===== src/rtl/regbank_dump_tx_if.sv =====
// Bundle between the register-dump reader, the bank debug read port and the UART byte port.
// Handshakes: i_start is a one-cycle request honoured only while idle; o_tx_start is a one-cycle
// byte strobe and i_tx_done the one-cycle completion strobe that the block waits for before the
// next byte; i_rb_data is valid the cycle after o_rb_read_enable.
interface regbank_dump_tx_if #(
  parameter int DATA_SIZE = 32,
  parameter int REG_SIZE  = 5,
  parameter int BYTE_SIZE = 8
);
  logic                 i_start;
  logic                 o_rb_read_enable;
  logic [REG_SIZE-1:0]  o_rb_read_addr;
  logic [DATA_SIZE-1:0] i_rb_data;
  logic [BYTE_SIZE-1:0] o_tx_data;
  logic                 o_tx_start;
  logic                 i_tx_done;
  logic                 o_busy;
  logic                 o_done;
  logic [2:0]           dbg_state;

  modport slave (
    input  i_start,
    input  i_rb_data,
    input  i_tx_done,
    output o_rb_read_enable,
    output o_rb_read_addr,
    output o_tx_data,
    output o_tx_start,
    output o_busy,
    output o_done,
    output dbg_state
  );

  modport master (
    output i_start,
    output i_rb_data,
    output i_tx_done,
    input  o_rb_read_enable,
    input  o_rb_read_addr,
    input  o_tx_data,
    input  o_tx_start,
    input  o_busy,
    input  o_done,
    input  dbg_state
  );
endinterface


===== src/rtl/regbank_dump_tx.sv =====
// Walks the register bank through its debug read port and streams every word, MSB byte first,
// into the UART transmitter; pulses o_done after the last byte is acknowledged.
module regbank_dump_tx #(
  parameter int DATA_SIZE = 32,
  parameter int REG_SIZE  = 5,
  parameter int NUM_REGS  = 32,
  parameter int BYTE_SIZE = 8
) (
  input  logic           i_clock,
  input  logic           i_reset,
  regbank_dump_tx_if.slave bus
);

  localparam int BYTES = DATA_SIZE / BYTE_SIZE;
  localparam int CNT_W = (BYTES > 1) ? $clog2(BYTES) : 1;
  localparam logic [CNT_W-1:0]    LAST_BYTE = CNT_W'(BYTES - 1);
  localparam logic [REG_SIZE-1:0] LAST_IDX  = REG_SIZE'(NUM_REGS - 1);

  typedef enum logic [2:0] {
    ST_IDLE    = 3'd0,
    ST_READ    = 3'd1,
    ST_LATCH   = 3'd2,
    ST_SEND    = 3'd3,
    ST_WAIT_TX = 3'd4,
    ST_NEXT    = 3'd5,
    ST_DONE    = 3'd6
  } state_t;

  state_t               state_q, state_d;
  logic [REG_SIZE-1:0]  idx_q, idx_d;
  logic [CNT_W-1:0]     cnt_q, cnt_d;
  logic [DATA_SIZE-1:0] shift_q, shift_d;
  logic [BYTE_SIZE-1:0] tx_data_q, tx_data_d;
  logic                 rd_en;
  logic                 tx_start;
  logic                 done;

  always_ff @(posedge i_clock or posedge i_reset) begin
    if (i_reset) begin
      state_q   <= ST_IDLE;
      idx_q     <= '0;
      cnt_q     <= '0;
      shift_q   <= '0;
      tx_data_q <= '0;
    end else begin
      state_q   <= state_d;
      idx_q     <= idx_d;
      cnt_q     <= cnt_d;
      shift_q   <= shift_d;
      tx_data_q <= tx_data_d;
    end
  end

  // The byte register is loaded on the edge that enters SEND, so the byte is stable for the whole
  // strobe cycle and then held until the next SEND.
  always_comb begin
    state_d   = state_q;
    idx_d     = idx_q;
    cnt_d     = cnt_q;
    shift_d   = shift_q;
    tx_data_d = tx_data_q;
    rd_en     = 1'b0;
    tx_start  = 1'b0;
    done      = 1'b0;
    case (state_q)
      ST_IDLE: begin
        if (bus.i_start) begin
          idx_d   = '0;
          state_d = ST_READ;
        end
      end
      ST_READ: begin
        rd_en   = 1'b1;
        state_d = ST_LATCH;
      end
      ST_LATCH: begin
        shift_d   = bus.i_rb_data;
        cnt_d     = '0;
        tx_data_d = bus.i_rb_data[DATA_SIZE-1 -: BYTE_SIZE];
        state_d   = ST_SEND;
      end
      ST_SEND: begin
        tx_start = 1'b1;
        state_d  = ST_WAIT_TX;
      end
      ST_WAIT_TX: begin
        if (bus.i_tx_done) begin
          if (cnt_q == LAST_BYTE) begin
            state_d = ST_NEXT;
          end else begin
            shift_d   = shift_q << BYTE_SIZE;
            cnt_d     = cnt_q + CNT_W'(1);
            tx_data_d = shift_d[DATA_SIZE-1 -: BYTE_SIZE];
            state_d   = ST_SEND;
          end
        end
      end
      ST_NEXT: begin
        if (idx_q == LAST_IDX) begin
          state_d = ST_DONE;
        end else begin
          idx_d   = idx_q + REG_SIZE'(1);
          state_d = ST_READ;
        end
      end
      ST_DONE: begin
        done    = 1'b1;
        state_d = ST_IDLE;
      end
      default: state_d = ST_IDLE;
    endcase
  end

  // Address is forced to zero outside READ so the bank port sees a quiet bus when not reading.
  assign bus.o_rb_read_enable = rd_en;
  assign bus.o_rb_read_addr   = rd_en ? idx_q : '0;
  assign bus.o_tx_start       = tx_start;
  assign bus.o_tx_data        = tx_data_q;
  assign bus.o_busy           = (state_q != ST_IDLE);
  assign bus.o_done           = done;
  assign bus.dbg_state        = state_q;

endmodule


===== src/flat_wrapper.sv =====
// flat-port wrapper written by rule: the top's interface ports become plain ports
module regbank_dump_tx_flat 
#(
  parameter int DATA_SIZE = 32,
  parameter int REG_SIZE  = 5,
  parameter int NUM_REGS  = 32,
  parameter int BYTE_SIZE = 8
)
  (i_clock, i_reset, bus_i_start, bus_i_rb_data, bus_i_tx_done, bus_o_rb_read_enable, bus_o_rb_read_addr, bus_o_tx_data, bus_o_tx_start, bus_o_busy, bus_o_done, bus_dbg_state);
  regbank_dump_tx_if #(.DATA_SIZE(DATA_SIZE), .REG_SIZE(REG_SIZE), .BYTE_SIZE(BYTE_SIZE)) bus_i ();
  input  logic i_clock;
  input  logic i_reset;
  input wire logic [$bits(bus_i.i_start)-1:0] bus_i_start;
  input wire logic [$bits(bus_i.i_rb_data)-1:0] bus_i_rb_data;
  input wire logic [$bits(bus_i.i_tx_done)-1:0] bus_i_tx_done;
  output wire logic [$bits(bus_i.o_rb_read_enable)-1:0] bus_o_rb_read_enable;
  output wire logic [$bits(bus_i.o_rb_read_addr)-1:0] bus_o_rb_read_addr;
  output wire logic [$bits(bus_i.o_tx_data)-1:0] bus_o_tx_data;
  output wire logic [$bits(bus_i.o_tx_start)-1:0] bus_o_tx_start;
  output wire logic [$bits(bus_i.o_busy)-1:0] bus_o_busy;
  output wire logic [$bits(bus_i.o_done)-1:0] bus_o_done;
  output wire logic [$bits(bus_i.dbg_state)-1:0] bus_dbg_state;
  assign bus_i.i_start = bus_i_start;
  assign bus_i.i_rb_data = bus_i_rb_data;
  assign bus_i.i_tx_done = bus_i_tx_done;
  assign bus_o_rb_read_enable = bus_i.o_rb_read_enable;
  assign bus_o_rb_read_addr = bus_i.o_rb_read_addr;
  assign bus_o_tx_data = bus_i.o_tx_data;
  assign bus_o_tx_start = bus_i.o_tx_start;
  assign bus_o_busy = bus_i.o_busy;
  assign bus_o_done = bus_i.o_done;
  assign bus_dbg_state = bus_i.dbg_state;
  regbank_dump_tx #(.DATA_SIZE(DATA_SIZE), .REG_SIZE(REG_SIZE), .NUM_REGS(NUM_REGS), .BYTE_SIZE(BYTE_SIZE)) u_core (.i_clock(i_clock), .i_reset(i_reset), .bus(bus_i));
endmodule

===== config.mk =====
export PLATFORM = sky130hd
export DESIGN_NAME = regbank_dump_tx_flat
export DESIGN_NICKNAME = d
export VERILOG_FILES = /design/src/rtl/regbank_dump_tx_if.sv /design/src/rtl/regbank_dump_tx.sv /design/src/flat_wrapper.sv
export SDC_FILE = /design/constraint.sdc
export NUM_CORES = 1
export LEC_CHECK = 0
export ABC_AREA = 1
export CAP_MARGIN = 30
export CORE_MARGIN = 2
export CORE_UTILIZATION = 44
export DETAILED_ROUTE_END_ITERATION = 8
export PLACE_DENSITY = 0.86
export SYNTH_ARGS = -nofsm -noshare
export SYNTH_HDL_FRONTEND = slang
export SYNTH_SLANG_ARGS = --single-unit

===== constraint.sdc =====
create_clock -name i_clock -period 1.4 [get_ports i_clock]
set_input_delay 0.14 -clock i_clock [delete_from_list [all_inputs] [get_ports i_clock]]
set_output_delay 0.14 -clock i_clock [all_outputs]
set_load 0.01 [all_outputs]

# Yosys cells after proc, flatten, opt, wreduce, memory -nomap -nowiden
# Index checks and enable logic that the tools add are counted.
# W data, S select, Z words.
dict set report totals {
  output_inout_bits 20
  wordCells 47
  in_bits 36
  register_bits 42
}
dict set report classes {
  reduce_logical 7
  n_mux 21
  n_eq_ne 12
  add_sub_neg 2
}
# op count
set op_table {}
lappend op_table {{$mux W24} 2}
lappend op_table {{$pmux W24 S2} 1}
lappend op_table {{$pmux W3 S6} 1}
lappend op_table {{$mux W8} 2}
lappend op_table {{$pmux W8 S2} 1}
lappend op_table {{$mux W5} 3}
lappend op_table {{$mux W3} 4}
lappend op_table {{$pmux W5 S2} 1}
lappend op_table {{$eq A3 B3 Y1 const B} 3}
lappend op_table {{$ne A2 B2 Y1 const B} 4}
lappend op_table {{$eq A3 B2 Y1 const B} 2}
lappend op_table {{$reduce_and A3 Y1} 2}
lappend op_table {{$add A5 B1 Y5 const B} 1}
lappend op_table {{$eq A5 B5 Y1 const B} 1}
lappend op_table {{$mux W2} 2}
lappend op_table {{$pmux W2 S2} 1}
lappend op_table {{$reduce_bool A2 Y1} 2}
lappend op_table {{$eq A3 B1 Y1 const B} 1}
lappend op_table {{$logic_not A3 Y1} 1}
lappend op_table {{$mux W1} 3}
lappend op_table {{$reduce_bool A3 Y1} 1}
lappend op_table {{$add A2 B1 Y2 const B} 1}
lappend op_table {{$eq A2 B2 Y1 const B} 1}
lappend op_table {{$reduce_and A2 Y1} 1}

# Longest topological paths before layout
dict set report depth {
  depth_word 4
  ltp_mapped 9
  ltp_nobuf 9
}

# Worst setup path before layout
# Ideal clock, no wire load.
dict set report synth_timing {
  path_kind {flip-flop to flip-flop}
  startpoint {register u_core.idx_q[0]}
  endpoint {register u_core.idx_q[0]}
  arrival_time_ns 1.304
  stages_incl_launch_ff 9
  slack_ns -0.021
  n_path_buf 0
  synth_period_minus_slack_ns 1.421
  setup_ns 0.116
  t_required_ns 1.284
  path_cell_list {dfrtp_1 ha_1 nand2_1 nor2_1 ha_1 o21ai_0 nand2_1 nand2_1 nand2_1}
}
dict set report synth_between {
  elab_chain_cells 3
  elab_cells_between_ends 6
  cone_classes {1 x add/sub; 2 x eq/ne; 2 x mux; 1 x reduce/logical}
}
# element line
set synth_rtl {}
lappend synth_rtl {{start, declared} regbank_dump_tx.sv:30} ;# logic [REG_SIZE-1:0] idx_q, idx_d;
lappend synth_rtl {{start signal, assigned} regbank_dump_tx.sv:47} ;# idx_q <= idx_d;
lappend synth_rtl {{$add A5 B1 Y5 or $eq A5 B5 Y1 (tied branches)} {regbank_dump_tx.sv:102, regbank_dump_tx.sv:99}}
lappend synth_rtl {{$mux W5 or $ne A2 B2 Y1 (tied branches)} -}
lappend synth_rtl {{$pmux W5 S2 or $reduce_and A3 Y1 (tied branches)} -}
# Parallel ways exist; a longest one is shown, timed or not. The select of a mux whose other input is x is not followed.
# A chain may end at the register's enable or synchronous reset.

# Final worst setup path
dict set report layout_timing {
  startpoint {register u_core.state_q[1], in the netlist u_core.bus.dbg_state[1]}
  endpoint {register u_core.shift_q[3]}
}
dict set report layout_between {
  elab_chain_cells 3
  elab_cells_between_ends 7
  cone_classes {4 x eq/ne; 1 x mux; 2 x reduce/logical}
}
# element line
set layout_rtl {}
lappend layout_rtl {{start, declared} regbank_dump_tx.sv:29} ;# state_t state_q, state_d;
lappend layout_rtl {{start signal, assigned} regbank_dump_tx.sv:46} ;# state_q <= state_d;
lappend layout_rtl {{$eq A3 B3 Y1 or $eq A3 B2 Y1 (tied branches)} regbank_dump_tx.sv:65} ;# case (state_q)
lappend layout_rtl {{$ne A2 B2 Y1 (no source line) or $reduce_bool A2 Y1 (tied branches)} -}
lappend layout_rtl {{$reduce_and A3 Y1 (no source line)} -}
lappend layout_rtl {{end signal, assigned} regbank_dump_tx.sv:49} ;# shift_q <= shift_d;
lappend layout_rtl {{end, declared} regbank_dump_tx.sv:32} ;# logic [DATA_SIZE-1:0] shift_q, shift_d;
# Parallel ways exist; a longest one is shown, timed or not.

==> impl_metrics.toml <==
[critical_path]
crit_arrival_ns = 1.73
crit_required_ns = 1.59
path_max_fanout = 7
worst_setup_path_end_kind = "register"
startpoint_type = "register"
path_class = "register to register"

[cells_and_area]
drive_gt1_share_pct = 22.2
area_delta_synth_final_pct = 50.4
final_common_cell = "nand2_1"
nNetsFinal = 426
fin_area_um2 = 3280
final_cell_mix = "nand2_1 (177), clkdlybuf4s50_1 (43), dfrtp_1 (41), buf_4 (18), nand2_2 (14)"
antenna_cells = 0

[clocking]
cts.sinks = 42
cts-buffers-inserted = 5
clk_latency_ns = 0.30
htreeDepth = 2
max-clock-path-buffers = 2
cts_tree = "done"
cts.hold.buffers_added = 0
path_clk_slew_ns = 0.08
cts_root_buf = "clkbuf_8"

[timing]
grt_setup_unrepaired = "true"
min_period_over_period_pct = 110
finalWorstSetupSlack_ns = -0.141
min_period_ns = 1.54
tightest_slew_ns = 0.268
hold_violations = 0
timing.fmax_mhz = 649
relSlewSlack_pct = 82.1
fin_hold_ws_ns = 0.166
fin_skew_ns = 0.00688
final_max_slew_viol_count = 0
setup_viol = 41

[drt]
vias = 2259
post-route-drc-count = 0
wirelength_um = 5910
vias_per_cell = 4.96
drtIter0Drc = 187
ant_nets = 0
post_drt_wl_per_cell_um = 13.0
firstDrtPassIters = 4

[floorplan]
rows = 25
fp.dieArea_um2 = 5530
initial_core_util_pct = 45.8
core_area_um2 = 4750
dieWidth_um = 74.4
die_h_um = 74.4
ioPinCount = 56

[outcome]
violations = "negative setup slack"
outcome = "finished, violations left"

[global_route]
antenna_found_initial = 0
grt_overflow_total = 0
grt_pass1_wl_um = 8490
grt_usage_pct = 20.2
grt_pass1_vias = 1999
busiest_layer = "met2"
grt_max_degree = 43
grtUsageMet2_pct = 33.9
use_met3_pct = 4.47
grtUsageMet1_pct = 24.6

[synthesis]
synth_top_area_share_pct = 48.2
synth_area_per_cell_um2 = 7.08
synth_nets = 347
ys_seq_area_share_pct = 48.2
yosysWarningCount = 0
ys_top_cells_by_area = "dfrtp_1 (48%), nand2_1 (33%), nor2_1 (3.3%)"
synth_area_um2 = 2180
synth_cell_types = 17
postSynthCellCount = 308
yosys.area.top_type = "dfrtp_1"
synth-seq-cells = 42

[placement]
hpwl_um = 3410
io_buffer_count = 55
gp_congestion = 0.795
dpl_cell_area_um2 = 2900

[power_and_ir_drop]
p_leak_nw = 1.72
power_per_cell_area_nw_per_um2 = 2140
ir_drop_uv = 931

[hold_path]
hold_class = "input pin to asynchronous set/reset pin"

[flow_run]
maxCapViolCount = 0
layer usage:
metal | wire, um | up-vias
met5 | 0 | -
met4 | 116 | 0
met3 | 327 | 11
met2 | 3140 | 79
met1 | 2330 | 1075
li1 | - | 1094
stage by stage:
stage | instances | utilization, % | setup slack [ns] | power (mW) | setup TNS (ns)
finish | 455 | 68.9 | -0.141 | 7.00 | -3.32
CTS | 447 | 64.9 | -0.0551 | 6.13 | -0.103
global placement | 435 | 61.0 | -0.0392 | 4.90 | -0.288
global route | 455 | 68.9 | -0.192 | 7.48 | -5.74
detailed placement | 435 | 61.0 | -0.117 | 5.02 | -1.86
floorplan | 308 | - | 0.00858 | 3.92 | 0
final timing paths:
check / start / endpoint / slack [ns] / cells past startpoint
min in group i_clock: bus_i_rb_data[2] / u_core.shift_q[2]$_DFFE_PP0P_ / 0.39 / 3
max in group asynchronous: i_reset / u_core.shift_q[7]$_DFFE_PP0P_ / 1.02 / 3
max reg2reg: u_core.bus.dbg_state[1]$_DFFE_PP0P_ / u_core.shift_q[3]$_DFFE_PP0P_ / -0.14 / 8
min: i_reset / u_core.bus.dbg_state[1]$_DFFE_PP0P_ / 0.17 / 3
max: u_core.bus.dbg_state[1]$_DFFE_PP0P_ / u_core.shift_q[3]$_DFFE_PP0P_ / -0.14 / 8
min reg2reg: u_core.bus.o_tx_data[7]$_DFFE_PP0P_ / u_core.bus.o_tx_data[7]$_DFFE_PP0P_ / 0.48 / 2
where the power goes:
part	internal (mW)	switching, mW	leakage [nW]
clock network	0.398	0.417	0.0482
logic	1.90	2.20	1.14
registers	1.75	0.338	0.534
total	4.04	2.96	1.72
worst max-delay path: stages (launching register included):
cell       delay, ns
dfrtp_1         0.41
buf_6           0.14
nor2_4          0.19
nand3_2         0.12
nand2_4         0.14
nand2_8         0.11
clkbuf_16       0.18
nand2_1         0.06
o21ai_1         0.07
what timing repair did:
action,in CTS,in global routing
pin swaps,2,14
endpoints found under the setup margin,51,50
buffers inserted,3,4
gates cloned,1,4
resized for setup,45,47
flip-flops by register name, indices dropped and copies added (netlist names):
register and flops:
u_core.bus.dbg_state 3, u_core.bus.o_tx_data 8, u_core.cnt_q 2, u_core.idx_q 5
u_core.shift_q 24
cells by family (layout without fill, tap and decap cells):
group | Yosys count | count (layout) | synth area share, %
XOR/XNOR | 1 | 1 | 0.402
flip-flops | 42 | 42 | 48.2
AO/OA/AOI/OAI | 11 | 11 | 2.53
adder cells (fa/ha/maj) | 3 | 3 | 1.72
AND/OR/NAND/NOR | 225 | 226 | 40.7
buffers and inverters | 26 | 105 | 6.43
layout make-up:
cell class | count | area, um2
Tap cell | 67 | 83.8
Clock inverter | 1 | 5.00
Multi-Input combinational cell | 241 | 1140
Clock buffer | 7 | 86.3
Inverter | 14 | 70.1
Sequential cell | 42 | 1050
Timing Repair Buffer | 83 | 837
Fill cell | 358 | 1480
Yosys cell counts, drive strengths merged:
cell     n
nor3     2
nand4    2
buf     12
dfrtp   42
nand2  197
inv     14
nand3    4
xnor2    1
o21ai   11
nor2    20
ha       3
Note: power is estimated with default switching activity, not from simulation.
